**src/rtl/des_pkg.sv**
```systemverilog
// Shared types and constants for the table-driven permutation engine.
// Bits are numbered [W:1]; table entries are 1-based source bit indices.
package des_pkg;

  typedef enum logic [1:0] {
    IDLE,
    BUILD,
    DONE
  } state_t;

  localparam int unsigned DES_P [32] = '{
    16,  7, 20, 21, 29, 12, 28, 17,
     1, 15, 23, 26,  5, 18, 31, 10,
     2,  8, 24, 14, 32, 27,  3,  9,
    19, 13, 30,  6, 22, 11,  4, 25
  };

  function automatic logic [32:1] des_p_apply(
    input logic [32:1] d
  );
    logic [32:1] r;
    r = '0;
    for (int i = 1; i <= 32; i++) begin
      r[i] = d[DES_P[i-1]];
    end
    return r;
  endfunction

endpackage

```
**src/rtl/perm_engine_builder.sv**
```systemverilog
// Sequential inverse-table rebuild: one forward entry per cycle,
// tracking which source bits were seen to detect a non-bijection.
module perm_inv_builder #(
  parameter int W     = 32,
  parameter int IDX_W = $clog2(W + 1)
) (
  input  logic             clk,
  input  logic             rst_n,
  input  logic             start,
  input  logic             active,
  input  logic [IDX_W-1:0] ent,
  output logic [IDX_W-1:0] k,
  output logic             done,
  output logic             dup
);

  logic [W:1] seen;

  assign done = active && (k == IDX_W'(W));

  always_ff @(posedge clk) begin
    if (!rst_n || start) begin
      k    <= IDX_W'(1);
      seen <= '0;
      dup  <= 1'b0;
    end else if (active) begin
      if (seen[ent]) begin
        dup <= 1'b1;
      end
      seen[ent] <= 1'b1;
      if (!done) begin
        k <= k + IDX_W'(1);
      end
    end
  end

endmodule

```
**src/rtl/perm_engine.sv**
```systemverilog
// Handshaked W-bit permutation through a loadable table, forward or
// inverse, with a registered result and a sequential inverse rebuild.
import des_pkg::*;

module perm_engine #(
  parameter int W           = 32,
  parameter int IDX_W       = $clog2(W + 1),
  parameter bit DES_DEFAULT = 1'b1
) (
  input  logic             clk,
  input  logic             rst_n,
  input  logic             in_valid,
  output logic             in_ready,
  input  logic [W:1]       in_data,
  input  logic             in_inv,
  output logic             out_valid,
  input  logic             out_ready,
  output logic [W:1]       out_data,
  output logic             out_err,
  input  logic             cfg_we,
  input  logic [IDX_W-1:0] cfg_addr,
  input  logic [IDX_W-1:0] cfg_data,
  input  logic             cfg_commit,
  output logic             busy,
  output logic             inv_ok,
  output logic             cfg_err
);

  function automatic logic [IDX_W-1:0] dflt(input int i);
    if (DES_DEFAULT && W == 32) begin
      return IDX_W'(DES_P[i-1]);
    end
    return IDX_W'(i);
  endfunction

  function automatic logic [IDX_W-1:0] dflt_inv(input int i);
    logic [IDX_W-1:0] r;
    r = IDX_W'(i);
    for (int j = 1; j <= W; j++) begin
      if (dflt(j) == IDX_W'(i)) begin
        r = IDX_W'(j);
      end
    end
    return r;
  endfunction

  logic [IDX_W-1:0] fwd [1:W];
  logic [IDX_W-1:0] inv [1:W];
  state_t           state;
  state_t           nxt;
  logic [IDX_W-1:0] k;
  logic [IDX_W-1:0] ent;
  logic             done;
  logic             dup;
  logic             building;
  logic             start;
  logic             xfer;
  logic             addr_ok;
  logic             data_ok;
  logic             wr_ok;
  logic [W:1]       fwd_res;
  logic [W:1]       inv_res;

  assign busy     = (state != IDLE);
  assign building = (state == BUILD);
  assign in_ready = !busy && (!out_valid || out_ready);
  assign xfer     = in_valid && in_ready;
  assign start    = (state == IDLE) && cfg_commit;
  assign addr_ok  = (cfg_addr != '0) && (cfg_addr <= IDX_W'(W));
  assign data_ok  = (cfg_data != '0) && (cfg_data <= IDX_W'(W));
  assign wr_ok    = cfg_we && !busy && addr_ok && data_ok;
  assign ent      = fwd[k];

  for (genvar i = 1; i <= W; i++) begin : g_tab
    logic [IDX_W-1:0] f_q;
    logic [IDX_W-1:0] i_q;

    always_ff @(posedge clk) begin
      if (!rst_n) begin
        f_q <= dflt(i);
      end else if (wr_ok && cfg_addr == IDX_W'(i)) begin
        f_q <= cfg_data;
      end
    end

    always_ff @(posedge clk) begin
      if (!rst_n) begin
        i_q <= dflt_inv(i);
      end else if (building && ent == IDX_W'(i)) begin
        i_q <= k;
      end
    end

    assign fwd[i] = f_q;
    assign inv[i] = i_q;
  end

  perm_inv_builder #(
    .W     (W),
    .IDX_W (IDX_W)
  ) u_builder (
    .clk    (clk),
    .rst_n  (rst_n),
    .start  (start),
    .active (building),
    .ent    (ent),
    .k      (k),
    .done   (done),
    .dup    (dup)
  );

  always_ff @(posedge clk) begin
    if (!rst_n) begin
      state <= IDLE;
    end else begin
      state <= nxt;
    end
  end

  always_comb begin
    nxt = state;
    case (state)
      IDLE:    if (cfg_commit) nxt = BUILD;
      BUILD:   if (done) nxt = DONE;
      DONE:    nxt = IDLE;
      default: nxt = IDLE;
    endcase
  end

  always_comb begin
    fwd_res = '0;
    inv_res = '0;
    for (int i = 1; i <= W; i++) begin
      fwd_res[i] = in_data[fwd[i]];
      inv_res[i] = in_data[inv[i]];
    end
  end

  // inv_ok stays low from any table change until a clean rebuild completes
  always_ff @(posedge clk) begin
    if (!rst_n) begin
      inv_ok  <= 1'b1;
      cfg_err <= 1'b0;
    end else begin
      if (state == DONE) begin
        inv_ok <= !dup;
      end else if (start || wr_ok) begin
        inv_ok <= 1'b0;
      end
      if (busy && (cfg_we || cfg_commit)) begin
        cfg_err <= 1'b1;
      end
      if (!busy && cfg_we && !(addr_ok && data_ok)) begin
        cfg_err <= 1'b1;
      end
    end
  end

  always_ff @(posedge clk) begin
    if (!rst_n) begin
      out_valid <= 1'b0;
      out_data  <= '0;
      out_err   <= 1'b0;
    end else if (xfer) begin
      out_valid <= 1'b1;
      out_err   <= in_inv && !inv_ok;
      if (!in_inv) begin
        out_data <= fwd_res;
      end else if (inv_ok) begin
        out_data <= inv_res;
      end else begin
        out_data <= '0;
      end
    end else if (out_ready) begin
      out_valid <= 1'b0;
    end
  end

endmodule

```
**config.mk**
```make
export PLATFORM = sky130hd
export DESIGN_NAME = perm_engine
export DESIGN_NICKNAME = d
export VERILOG_FILES = /design/src/rtl/des_pkg.sv /design/src/rtl/perm_engine_builder.sv /design/src/rtl/perm_engine.sv
export SDC_FILE = /design/constraint.sdc
export NUM_CORES = 2
export LEC_CHECK = 0
export BUFFER_PORTS_ARGS = -buffer_cell sky130_fd_sc_hd__buf_2
export CAP_MARGIN = 30
export CORE_MARGIN = 1
export CORE_UTILIZATION = 55
export DETAILED_ROUTE_END_ITERATION = 10
export PLACE_DENSITY = 0.71
export SETUP_SLACK_MARGIN = 0.1
export SYNTH_ARGS = -nofsm -noshare
export SYNTH_HDL_FRONTEND = slang
export SYNTH_SLANG_ARGS = --single-unit
```
**constraint.sdc**
```tcl
create_clock -name clk -period 4.8 [get_ports clk]
set_input_delay 0.72 -clock clk [delete_from_list [all_inputs] [get_ports clk]]
set_output_delay 0.72 -clock clk [all_outputs]
set_load 0.02 [all_outputs]
```
==> flow_metrics.tcl <==
set metrics [dict create \
    finalWirelength_um 142000 \
    finalHoldViolations 0 \
    numCtsBuffers 54 \
    post_cts_buffers 0 \
    synth_fp_nets 3597 \
    period_minus_slack_ns 4.35 \
    synthArstFlopShare_pct 0 \
    clkSinkCount 461 \
    worstPathRequired_ns 5.27 \
    layout-drive-gt1-share_pct 30.8 \
    preCtsSetupSlack_ns 0.585 \
    num_rows 94 \
    synth-edff-count 0 \
    grt_pass1_wl_um 210000 \
    synth-seq-cells 461 \
    initial_core_util_pct 56.1 \
    cp.arrival_ns 4.82 \
    gr-usage-all-layers_pct 41.5 \
    slowest_stage "dfxtp_2" \
    fp.coreArea_sq_um 66300 \
    drc 0 \
    synth_flop_cell "dfxtp_1" \
    fillers 5329 \
    final_nets 3336 \
    cts_resized 0 \
    die_x_um 262 \
    status "complete, no violations" \
    die_h_um 262 \
    final_cells 4199 \
    rsz0062_at_grt "false" \
    grt_max_degree 94 \
    seqCellArea_sq_um 9240 \
    ys_seq_area_share_pct 24.8 \
    portBuffers 88 \
    dr.pass1.iters 6 \
    cp_cell_sequence "buf_4 > a221oi_1 > or3_1 > a221o_1 > buf_4 > or2_1 > buf_4 > nor3_4 > mux2i_1 > nand2_1" \
    grt_pass1_vias 33200 \
    setup-tns-final_ns 0 \
    htreeDepth 2 \
    cts.clk_slew.worst_paths_ns 0.06 \
    maxSlewHeadroom_pct 21.5 \
    power.density_nw_per_um2 253 \
    worst_slew_pin_slew_ns 1.18 \
    cp_max_fo 30 \
    crit_path_frequent_cell "buf_4" \
    finalCritPeriodShare_pct 90.7 \
    dp_cells 4087 \
    dpl.hpwl_um 85500 \
    die_area_sq_um 68700 \
    io_pins 89 \
    first_iter_violations 5635 \
    insertion_delay_ns 0.63 \
    crit_path_max_incr_delay_ns 0.85 \
    synth_area_sq_um 37200 \
    vias 33500 \
    syn_avg_cell_area_sq_um 10.5 \
    antenna_found_initial 8 \
    fmax_mhz 230 \
    critPathCaptureType "flip-flop" \
    worstSetupPathType "flip-flop to flip-flop" \
    peakVddDrop_mv 0.248 \
    worstSetupStartpointType "flip-flop" \
    clk_path_buf_depth 3 \
    ys.warnings.count 0 \
    gp_routability_congestion 0.999 \
    fin_ws_ns 0.448 \
    hp-class "input pin to flip-flop" \
    multi_input_area_sq_um 25800 \
    area_growth_pct 7.26 \
    p_leak_nw 14.0 \
    yosys.cell_types.count 70 \
    total_power_w 0.0101 \
    grt.overflow.total 0 \
    routedWlPerCell_um 33.8 \
    root_buffer "clkbuf_16" \
    postRouteAntennaNets 0 \
    via_per_inst 7.99 \
    maxCapViolations 0 \
    finalClockSkew_ns 0.0241 \
    finalSetupViolations 0 \
    cts_tree "built" \
    netlist_instances 3544 \
    cts_hold_buf 0 \
    drv_slew 0 \
]
==> cells by family after synthesis <==
kind of cell	Yosys count	share of synthesized area (%)
AO/OA/AOI/OAI	342	5.54
XOR/XNOR	7	0.165
adder cells (fa/ha/maj)	2	0.0672
buffers and inverters	561	6.06
flip-flops	461	24.8
multiplexers	1042	48.3
AND/OR/NAND/NOR	1129	15.1
==> synth_stat cells (7+ instances only) <==
master / instances / area (sq um)
o21a_1: 7 / 52.6
buf_6: 12 / 135
mux2i_1: 369 / 3690
nor3_1: 39 / 195
nand2b_1: 7 / 43.8
a22oi_1: 13 / 97.6
clkbuf_1: 416 / 1560
nor2b_1: 13 / 81.3
and2_1: 9 / 56.3
o21ai_0: 139 / 696
nand4b_1: 60 / 526
nor3_4: 12 / 195
mux2_2: 72 / 811
a31oi_1: 9 / 56.3
buf_4: 11 / 82.6
buf_2: 14 / 70.1
a221oi_1: 33 / 289
a21oi_1: 94 / 470
nand2_1: 422 / 1580
nor2_1: 247 / 927
and3_1: 10 / 62.6
o211ai_1: 18 / 135
dfxtp_1: 461 / 9230
inv_1: 15 / 56.3
nor4_1: 66 / 413
buf_1: 89 / 334
nor4_4: 12 / 255
mux4_2: 595 / 13400
nand3_1: 194 / 971
nand3b_1: 8 / 60.1
==> report_power, final <==
part,internal (W),switching (W)
clock,0.00260,0.00179
sequential,0.00386,0.0000548
combinational,0.000675,0.00110
==> through the flow <==
stage	utilization (%)	instance area (sq um)	hold slack, ns
final	60.2	39900	0.410
after global routing	60.1	39900	0.400
after CTS	60.0	39800	0.384
after detailed placement	57.2	38000	0.439
after global placement	56.9	37800	0.432
after floorplan	-	37200	0.421
==> per-layer routing <==
layer,routed length (um),track usage [%],up-vias
li1,-,-,13000
met1,45000,50.3,16000
met2,60200,60.5,3493
met3,25100,16.6,998
met4,11800,28.6,4
met5,29,0,-
==> worst max-delay path, delay by kind of cell, from the launching register on <==
kind	cells	cell delay, ns
and+or+nand+nor	4	1.48
DFF	1	0.85
muxes	1	0.27
AOI/OAI and AO/OA	2	0.59
buffers and inverters	3	0.97
==> layout make-up <==
type,instances,area share [%]
antenna,9,0.0564
clock inverter,23,0.777
timing repair buffer,225,4.74
tap,864,2.71
inverter,19,0.201
multi-input combinational,2522,64.5
clock buffer,76,3.85
sequential,461,23.2
==> worst paths after layout <==
| check | startpoint | to | slack (ns) | cells after the start |
|---|---|---|---|---|
| setup reg to reg | u_builder.k[0] | g_tab[31].i_q[3] | 0.45 | 10 |
| hold / removal | rst_n | g_tab[16].i_q[0] | 0.41 | 2 |
| setup / recovery | u_builder.k[0] | g_tab[31].i_q[3] | 0.45 | 10 |
| hold reg to reg | u_builder.seen[23] | u_builder.seen[23] | 0.45 | 2 |
==> registers in the layout, indices dropped and copies added (netlist names) <==
| register | cells |
|---|---|
| inv_ok | 1 |
| state | 2 |
| g_tab.i_q | 192 |
| out_data | 32 |
| g_tab.f_q | 192 |
| u_builder.seen | 32 |
| out_valid | 1 |
| u_builder.k | 6 |
| u_builder.dup | 1 |
| cfg_err | 1 |
| out_err | 1 |
==> cells in the final DEF, fill, tap and decap left out, types with 11 or more instances in the layout <==
master     instances
mux4_2           595
nand3_1          194
nor2_1           246
nand2_1          422
nor2b_1           11
nor4_4            12
nor3_4            12
a21oi_1           94
dfxtp_1          455
a22oi_1           13
o211ai_1          18
o21ai_0          139
buf_4            105
mux2_2            72
buf_12            30
nor3_1            38
buf_2             87
nand4b_1          60
inv_1             15
clkbuf_16         56
clkbuf_1          14
mux2i_1          369
a221oi_1          33
nor4_1            66
Power figures use the tool's default switching activity.
